$ cat config.mk
export PLATFORM = sky130hd
export DESIGN_NAME = nn_neuron_sequencer_flat
export DESIGN_NICKNAME = d
export VERILOG_FILES = /design/src/rtl/nn_neuron_sequencer_if.sv /design/src/rtl/nn_neuron_sequencer.sv /design/src/flat_wrapper.sv
export SDC_FILE = /design/constraint.sdc
export NUM_CORES = 1
export LEC_CHECK = 0
export ABC_AREA = 1
export BUFFER_PORTS_ARGS = -buffer_cell sky130_fd_sc_hd__buf_2
export CAP_MARGIN = 20
export CORE_ASPECT_RATIO = 0.5
export CORE_UTILIZATION = 36
export CTS_CLUSTER_DIAMETER = 80
export CTS_CLUSTER_SIZE = 8
export DETAILED_ROUTE_END_ITERATION = 8
export PLACE_DENSITY_LB_ADDON = 0.3
export SLEW_MARGIN = 30
export SYNTH_ARGS = -nofsm -noshare
export SYNTH_HDL_FRONTEND = slang
export SYNTH_SLANG_ARGS = --single-unit
$ cat constraint.sdc
create_clock -name clk -period 1.65 [get_ports clk]
set_clock_uncertainty 0.05 [all_clocks]
set_input_delay 0.0825 -clock clk [delete_from_list [all_inputs] [get_ports clk]]
set_output_delay 0.0825 -clock clk [all_outputs]
set_load 0.01 [all_outputs]
$ cat src/rtl/nn_neuron_sequencer_if.sv
// Bundle between the neuron sequencer and its layer buffers, its MAC and the
// downstream activation consumer.
interface nn_neuron_sequencer_if #(
  parameter int XAW = 3,
  parameter int WAW = 5,
  parameter int BAW = 2
);
  logic        [XAW-1:0] x_addr;
  logic signed [15:0]    x_rd_data;
  logic        [WAW-1:0] w_addr;
  logic signed [15:0]    w_rd_data;
  logic        [BAW-1:0] b_addr;
  logic signed [31:0]    b_rd_data;
  logic        [3:0]     mac_ctrl;
  logic signed [15:0]    mac_in;
  logic signed [15:0]    mac_w;
  logic signed [31:0]    mac_bias;
  logic signed [15:0]    mac_zout;
  logic signed [15:0]    y_data;
  logic        [BAW-1:0] y_idx;
  logic                  y_valid;
  logic                  y_ready;

  modport master (
    output x_addr, w_addr, b_addr, mac_ctrl, mac_in, mac_w, mac_bias,
           y_data, y_idx, y_valid,
    input  x_rd_data, w_rd_data, b_rd_data, mac_zout, y_ready
  );
  modport slave (
    input  x_addr, w_addr, b_addr, mac_ctrl, mac_in, mac_w, mac_bias,
           y_data, y_idx, y_valid,
    output x_rd_data, w_rd_data, b_rd_data, mac_zout, y_ready
  );
endinterface

$ cat src/rtl/nn_neuron_sequencer.sv
// Sequences one time-multiplexed MAC through a layer of N_OUT neurons and
// streams one (optionally ReLU-clamped) activation per neuron.
module nn_neuron_sequencer #(
  parameter int N_IN  = 8,
  parameter int N_OUT = 4,
  parameter int RELU  = 1,
  parameter int XAW   = 3,
  parameter int WAW   = 5,
  parameter int BAW   = 2
) (
  input  logic                  clk,
  input  logic                  rst,
  input  logic                  start,
  output logic                  busy,
  output logic                  done,
  nn_neuron_sequencer_if.master bus
);
  typedef enum logic [2:0] {IDLE, LOAD_B, CLEAR, MAC, WAIT, OUT, DONE} state_t;

  state_t             state, state_nx;
  logic [BAW-1:0]     j, j_nx;
  logic [XAW-1:0]     k, k_nx;
  logic signed [15:0] y_data_nx;
  logic [BAW-1:0]     y_idx_nx;
  logic               y_valid_nx;
  logic [WAW-1:0]     w_base;

  assign w_base = WAW'(j) * WAW'(N_IN);
  assign busy   = (state != IDLE) && (state != DONE);
  assign done   = (state == DONE);

  always_ff @(posedge clk) begin
    if (rst) begin
      state       <= IDLE;
      j           <= '0;
      k           <= '0;
      bus.y_data  <= '0;
      bus.y_idx   <= '0;
      bus.y_valid <= 1'b0;
    end else begin
      state       <= state_nx;
      j           <= j_nx;
      k           <= k_nx;
      bus.y_data  <= y_data_nx;
      bus.y_idx   <= y_idx_nx;
      bus.y_valid <= y_valid_nx;
    end
  end

  // Memory reads have one cycle of latency: addresses issued in CLEAR and in
  // each MAC cycle return the operand consumed by the following MAC cycle.
  always_comb begin
    state_nx     = state;
    j_nx         = j;
    k_nx         = k;
    y_data_nx    = bus.y_data;
    y_idx_nx     = bus.y_idx;
    y_valid_nx   = bus.y_valid;
    bus.x_addr   = '0;
    bus.w_addr   = '0;
    bus.b_addr   = j;
    bus.mac_ctrl = 4'b0000;
    bus.mac_in   = '0;
    bus.mac_w    = '0;
    bus.mac_bias = '0;
    case (state)
      IDLE: if (start) begin
        state_nx = LOAD_B;
        j_nx     = '0;
      end
      LOAD_B: state_nx = CLEAR;
      CLEAR: begin
        bus.mac_ctrl = 4'b1111;
        bus.mac_bias = bus.b_rd_data;
        bus.w_addr   = w_base;
        k_nx         = '0;
        state_nx     = MAC;
      end
      MAC: begin
        bus.mac_in = bus.x_rd_data;
        bus.mac_w  = bus.w_rd_data;
        bus.x_addr = k + XAW'(1);
        bus.w_addr = w_base + WAW'(k) + WAW'(1);
        if (k == XAW'(N_IN - 1)) state_nx = WAIT;
        else                     k_nx     = k + XAW'(1);
      end
      WAIT: begin
        // Q6.10 window is taken as-is; overflow is the MAC's truncation.
        if (RELU != 0 && bus.mac_zout[15]) y_data_nx = '0;
        else                               y_data_nx = bus.mac_zout;
        y_idx_nx   = j;
        y_valid_nx = 1'b1;
        state_nx   = OUT;
      end
      OUT: if (bus.y_ready) begin
        y_valid_nx = 1'b0;
        if (j == BAW'(N_OUT - 1)) begin
          state_nx = DONE;
          j_nx     = '0;
        end else begin
          j_nx     = j + BAW'(1);
          state_nx = LOAD_B;
        end
      end
      DONE:    state_nx = IDLE;
      default: state_nx = IDLE;
    endcase
  end
endmodule

$ cat src/flat_wrapper.sv
// flat-port wrapper written by rule: the top's interface ports become plain ports
module nn_neuron_sequencer_flat 
#(
  parameter int N_IN  = 8,
  parameter int N_OUT = 4,
  parameter int RELU  = 1,
  parameter int XAW   = 3,
  parameter int WAW   = 5,
  parameter int BAW   = 2
)
  (clk, rst, start, busy, done, bus_x_addr, bus_w_addr, bus_b_addr, bus_mac_ctrl, bus_mac_in, bus_mac_w, bus_mac_bias, bus_y_data, bus_y_idx, bus_y_valid, bus_x_rd_data, bus_w_rd_data, bus_b_rd_data, bus_mac_zout, bus_y_ready);
  nn_neuron_sequencer_if #(.XAW(XAW), .WAW(WAW), .BAW(BAW)) bus_i ();
  input  logic clk;
  input  logic rst;
  input  logic start;
  output logic busy;
  output logic done;
  output wire logic [$bits(bus_i.x_addr)-1:0] bus_x_addr;
  output wire logic [$bits(bus_i.w_addr)-1:0] bus_w_addr;
  output wire logic [$bits(bus_i.b_addr)-1:0] bus_b_addr;
  output wire logic [$bits(bus_i.mac_ctrl)-1:0] bus_mac_ctrl;
  output wire logic [$bits(bus_i.mac_in)-1:0] bus_mac_in;
  output wire logic [$bits(bus_i.mac_w)-1:0] bus_mac_w;
  output wire logic [$bits(bus_i.mac_bias)-1:0] bus_mac_bias;
  output wire logic [$bits(bus_i.y_data)-1:0] bus_y_data;
  output wire logic [$bits(bus_i.y_idx)-1:0] bus_y_idx;
  output wire logic [$bits(bus_i.y_valid)-1:0] bus_y_valid;
  input wire logic [$bits(bus_i.x_rd_data)-1:0] bus_x_rd_data;
  input wire logic [$bits(bus_i.w_rd_data)-1:0] bus_w_rd_data;
  input wire logic [$bits(bus_i.b_rd_data)-1:0] bus_b_rd_data;
  input wire logic [$bits(bus_i.mac_zout)-1:0] bus_mac_zout;
  input wire logic [$bits(bus_i.y_ready)-1:0] bus_y_ready;
  assign bus_x_addr = bus_i.x_addr;
  assign bus_w_addr = bus_i.w_addr;
  assign bus_b_addr = bus_i.b_addr;
  assign bus_mac_ctrl = bus_i.mac_ctrl;
  assign bus_mac_in = bus_i.mac_in;
  assign bus_mac_w = bus_i.mac_w;
  assign bus_mac_bias = bus_i.mac_bias;
  assign bus_y_data = bus_i.y_data;
  assign bus_y_idx = bus_i.y_idx;
  assign bus_y_valid = bus_i.y_valid;
  assign bus_i.x_rd_data = bus_x_rd_data;
  assign bus_i.w_rd_data = bus_w_rd_data;
  assign bus_i.b_rd_data = bus_b_rd_data;
  assign bus_i.mac_zout = bus_mac_zout;
  assign bus_i.y_ready = bus_y_ready;
  nn_neuron_sequencer #(.N_IN(N_IN), .N_OUT(N_OUT), .RELU(RELU), .XAW(XAW), .WAW(WAW), .BAW(BAW)) u_core (.clk(clk), .rst(rst), .start(start), .busy(busy), .done(done), .bus(bus_i));
endmodule
==> flow_summary.yaml, run 1 <==
outcome:
  status: "finished clean"
clocking:
  clk_latency_ns: 0.26
  cts_root_buffer: "clkbuf_8"
  cts_htree_levels: 1
  clock_path_buffers: 2
  cts_tree: "done"
  path_clk_slew_ns: 0.09
  cts_buffers: 3
  holdBufCountCts: 0
  clock_sinks: 26
timing:
  max_freq_ghz: 0.637
  hold_viol_final: 0
  fin_tns_setup_ns: 0
  finalSetupViolCount: 0
  rsz0062_at_grt: "false"
  min_period_ns: 1.57
  slew_viol_final: 0
  finalCritPeriodShare: 0.951
global_route:
  grt-ovfl-total: 0
  grt_pass1_wl_um: 8160
  grt_usage: 0.190
  grt_pass1_vias: 1864
  antenna_found_initial: 0
  grt_max_degree: 32
route:
  drt_drc_violations_left: 0
  first_pass_iters: 4
  vias: 2274
  vias_per_cell: 4.13
  wl_um: 5550
  drtAntennaViolNets: 0
  dr.first_iter.drc_count: 87
  wl_per_cell_um: 10.1
die:
  coreArea_um2: 4640
  die_width_um: 103
  rows: 17
  io_pins: 183
  start_util: 0.395
  fp.dieH_um: 52.4
  die_area_um2: 5390
worst_hold_path:
  min_path_type: "in2reg"
cells_and_area:
  nNetsFinal: 573
  antenna_cells: 0
  syn2layout_area_growth_pct: 54.9
  drive_gt1_frac: 0.433
pwr:
  power_mw: 3.25
  p_leak_nw: 1.90
  p_per_area_nw_per_um2: 1150
  ir_worst_vdd_mv: 0.632
yosys:
  ys_ff_latch: 26
  synth_cell_types: 26
  ys.warnings.count: 0
  synth_seq_area_share: 0.284
  syn-instance-count: 310
  syn_nets: 397
  syn_area_um2: 1830
  synth_area_per_cell_um2: 5.90
setup_path:
  required_ns: 1.52
  path_class: "reg2out"
  critPathMaxFanout: 5
  cp-start-kind: "register"
  setup.worst_path.end_class: "output pin"
  cp.arrival_ns: 1.44
placed_design:
  port_buffers: 181
  hpwlAfterDp_um: 4470
  place.gp.congestion: 0.824
job:
  cap_violations: 0
==> area by class of cell <==
type	count	area [µm²]
Timing Repair Buffer	190	998
Inverter	82	313
Tap cell	66	82.6
Fill cell	441	1800
Clock inverter	1	30.0
Sequential cell	26	531
Multi-Input combinational cell	183	840
Clock buffer	3	41.3
==> critical path: stages (launching register included) <==
cell	delay [ns]
dfxtp_2	0.35
ha_1	0.22
ha_1	0.28
inv_1	0.05
nor2_2	0.13
buf_2	0.15
==> synthesized netlist by cell type (all sizes together) <==
master	instances	area, µm²
conb	1	3.75
clkbuf	3	21.3
a21oi	22	114
o21ai	13	65.1
nand3	19	100
dfxtp	26	521
inv	82	308
buf	16	151
nand2	30	115
ha	3	37.5
nand4	3	18.8
nand3b	1	7.51
a31oi	1	6.26
nor3	2	21.3
nor2	88	340
==> registers in the layout, summed over array words and instances (netlist names) <==
signal and count:
u_core.bus.b_addr 2, u_core.bus.y_data 15, u_core.bus.y_idx 2, u_core.bus.y_valid 1, u_core.k 3, u_core.state 3
==> logic make-up after synthesis <==
kind of cell / synth area share
and+or+nand+nor: 0.329
buffers and inverters: 0.262
AOI/OAI and AO/OA: 0.101
DFF: 0.284
adders and majority gates: 0.0205
other: 0.00205
==> through the flow <==
| step | std cells | utilization | worst slack [ns] | cell area (µm²) | hold WS (ns) |
|---|---|---|---|---|---|
| 2_1_floorplan | 310 | - | 0.341 | 1830 | 0.175 |
| 3_3_place_gp | 544 | 0.583 | 0.245 | 2700 | 0.294 |
| 3_5_place_dp | 544 | 0.583 | 0.231 | 2700 | 0.304 |
| 4_1_cts | 548 | 0.599 | 0.0160 | 2780 | 0.00409 |
| 5_1_grt | 551 | 0.611 | 0.00141 | 2840 | 0.000249 |
| 6_report | 551 | 0.611 | 0.0805 | 2840 | 0.00628 |
==> path summary, 6_finish.rpt <==
kind | startpoint | end | slack, ns | cells past startpoint
min | bus_mac_zout[0] | u_core.bus.y_data[0] | 0.006 | 3
max | u_core.k[0] | bus_x_addr[2] | 0.08 | 5
min reg2reg | u_core.bus.y_data[1] | u_core.bus.y_data[1] | 0.41 | 2
max reg2reg | u_core.k[0] | u_core.k[0] | 0.25 | 8
==> cells in the final DEF (no fill, tap or decap) <==
| cell type | n |
|---|---|
| bufinv_16 | 1 |
| nand3_2 | 1 |
| nand3b_1 | 1 |
| o21ai_0 | 11 |
| nand3_1 | 18 |
| nand4_1 | 3 |
| ha_1 | 3 |
| dfxtp_1 | 22 |
| inv_6 | 1 |
| dfxtp_4 | 2 |
| a31oi_1 | 1 |
| nor2_2 | 1 |
| o21ai_1 | 2 |
| nor3_1 | 1 |
| a21oi_1 | 21 |
| nor2_4 | 2 |
| buf_12 | 2 |
| a21oi_2 | 1 |
| conb_1 | 1 |
| buf_4 | 7 |
| nand2_1 | 28 |
| dfxtp_2 | 2 |
| inv_1 | 78 |
| nor3_4 | 1 |
| nor2_1 | 85 |
| inv_2 | 3 |
| nand2_2 | 2 |
| clkbuf_8 | 3 |
| buf_2 | 181 |
==> power by group <==
group	switching, mW	internal [mW]
clock	0.198	0.324
combinational	1.10	0.740
sequential	0.122	0.768
==> what timing repair did <==
action,4_1_cts,5_1_grt
setup buffers,0,3
pin swaps,0,2
endpoints found under the setup margin,61,63
resized for setup,2,14
==> routing by layer <==
metal  vias up  GRT usage  part of all wire
met5         -          0                 0
met4         0     0.0399            0.0034
met3         2     0.0307             0.060
met2        72      0.351              0.50
met1       951      0.235              0.44
li1       1249          -                 -
Note: power is estimated with default switching activity, not from simulation.
==> run 2, diff against run 1 <==
- SETUP_SLACK_MARGIN: default -> 0.5
==> flow_summary.yaml, run 2 (synthesis results as in run 1) <==
cells_and_area:
  stdcell_area_um2: 3450
  final_cells: 567
  drive_gt1_frac: 0.603
  final_cell_mix: "buf_2, inv_1, nor2_4, nor2_2, nand2_1"
  top_regs: "u_core.bus.y_data x15, u_core.k x3, u_core.state x3"
  top_register: "u_core.bus.y_data"
  antenna_cells: 0
  syn2layout_area_growth_pct: 88.5
  mostFrequentLayoutCell: "buf_2"
  n_fill_cell: 375
  largest_register_ffs: 15
  nNetsFinal: 590
die:
  rows: 17
  fp.dieH_um: 52.4
  coreArea_um2: 4640
  io_pins: 183
  die_area_um2: 5390
  start_util: 0.395
  die_width_um: 103
timing:
  slew_viol_final: 0
  finalCritPeriodShare: 1.00
  hold_viol_final: 0
  max_freq_ghz: 0.606
  finalSetupViolCount: 0
  rsz0062_at_grt: "true"
  min_period_ns: 1.65
global_route:
  grt_pass1_wl_um: 9200
  grt_pass1_vias: 2048
  antenna_found_initial: 0
  grt_max_degree: 19
  grt-ovfl-total: 0
  grt_usage: 0.220
route:
  first_pass_iters: 4
  drtAntennaViolNets: 0
  wl_um: 6570
  wl_per_cell_um: 11.6
  vias: 2485
  drt_drc_violations_left: 0
  dr.first_iter.drc_count: 86
  vias_per_cell: 4.38
outcome:
  status: "finished clean"
clocking:
  path_clk_slew_ns: 0.08
  clock_sinks: 26
  cts_root_buffer: "clkbuf_8"
  clock_path_buffers: 2
  cts_buffers: 3
  cts_tree: "done"
  holdBufCountCts: 0
  cts_htree_levels: 1
  clk_latency_ns: 0.26
pwr:
  p_leak_nw: 2.02
  ir_worst_vdd_mv: 0.733
  power_mw: 3.95
  p_per_area_nw_per_um2: 1140
setup_path:
  setup.worst_path.end_class: "output pin"
  cp-start-kind: "register"
  required_ns: 1.52
  critPathMaxFanout: 6
  regToRegEndpoint: "u_core.k[0]"
  max_stage_delay_ns: 0.35
  cp_common_cell: "buf_6"
  cp.arrival_ns: 1.52
  ff2ff_path_depth: 7
  reg2reg_from: "u_core.state[0]"
  crit_chain: "buf_6 -> nor3_4 -> inv_4 -> buf_6 -> o21ai_1 -> buf_2"
  path_class: "reg2out"
  cp_slowest_cell: "dfxtp_2"
  crit_start: "u_core.state[0]"
  reg2reg_slack_ns: 0.27
worst_hold_path:
  hold_path_depth: 3
  hold_end: "u_core.bus.y_data[0]"
  min_path_type: "in2reg"
  hold_start: "bus_mac_zout[0]"
job:
  cap_violations: 0
placed_design:
  post-place-cells: 547
  place.gp.congestion: 0.852
  port_buffers: 181
  hpwlAfterDp_um: 4710
  placed_area_um2: 3070
## run 2: cell count changes in the layout (fill, tap and decap cells not counted), moves of 11 or more
cell    change
nor2_1     -62
nor2_4     +31
buf_6      +11
nor2_2     +31
## run 2: how the worst max path moves through the flow
stage                                   to  slack, ns  cells after the start
after floorplan           bus_mac_bias[12]       0.38                      5
after global placement       bus_mac_w[13]       0.25                      5
after detailed placement      bus_mac_w[7]       0.23                      5
after CTS                    bus_mac_in[6]       0.10                      6
after global routing         bus_w_addr[4]      -0.06                      6
final                        bus_w_addr[3]     0.0005                      6
## run 2: worst max-delay path: cells and delay by family (launching register included)
kind,cells,cell delay [ns]
compound gates,1,0.14
flops,1,0.35
buf+inv,4,0.53
simple gates,1,0.22
## run 2: per-layer routing
metal,part of all wire,up-vias,track usage
met3,0.063,14,0.0240
met4,0.019,0,0.0915
met2,0.51,96,0.413
met1,0.41,1084,0.259
met5,0,-,0
li1,-,1291,-
## run 2: metrics by stage
stage	util	hold WS, ns	setup TNS [ns]	worst slack (ns)
6_report	0.744	0.0199	0	0.000475
4_1_cts	0.720	0.0144	0	0.102
3_5_place_dp	0.661	0.303	0	0.234
5_1_grt	0.744	0.0199	-0.862	-0.0619
3_3_place_gp	0.661	0.294	0	0.255
2_1_floorplan	-	0.175	0	0.379
## run 2: timing repair
action / CTS / global route
resized for setup: 34 / 17
gates cloned: 3 / 1
endpoints found under the setup margin: 104 / 104
pin swaps: 8 / 5
setup buffers: 10 / 3
## run 2: power by group
part | internal (mW) | total, mW | switching, mW
Clock | 0.163 | 0.349 | 0.185
Sequential | 0.771 | 0.914 | 0.144
Combinational | 1.20 | 2.69 | 1.49
Total | 2.13 | 3.95 | 1.82
## run 2: layout make-up
type / instances / area (µm²) / area share
Sequential cell: 26 / 532 / 0.154
Timing Repair Buffer: 206 / 1250 / 0.361
Timing Repair inverter: 1 / 7.51 / 0.00218
Clock buffer: 3 / 41.3 / 0.0120
Inverter: 82 / 320 / 0.0928
Tap cell: 66 / 82.6 / 0.0239
Multi-Input combinational cell: 183 / 1220 / 0.354
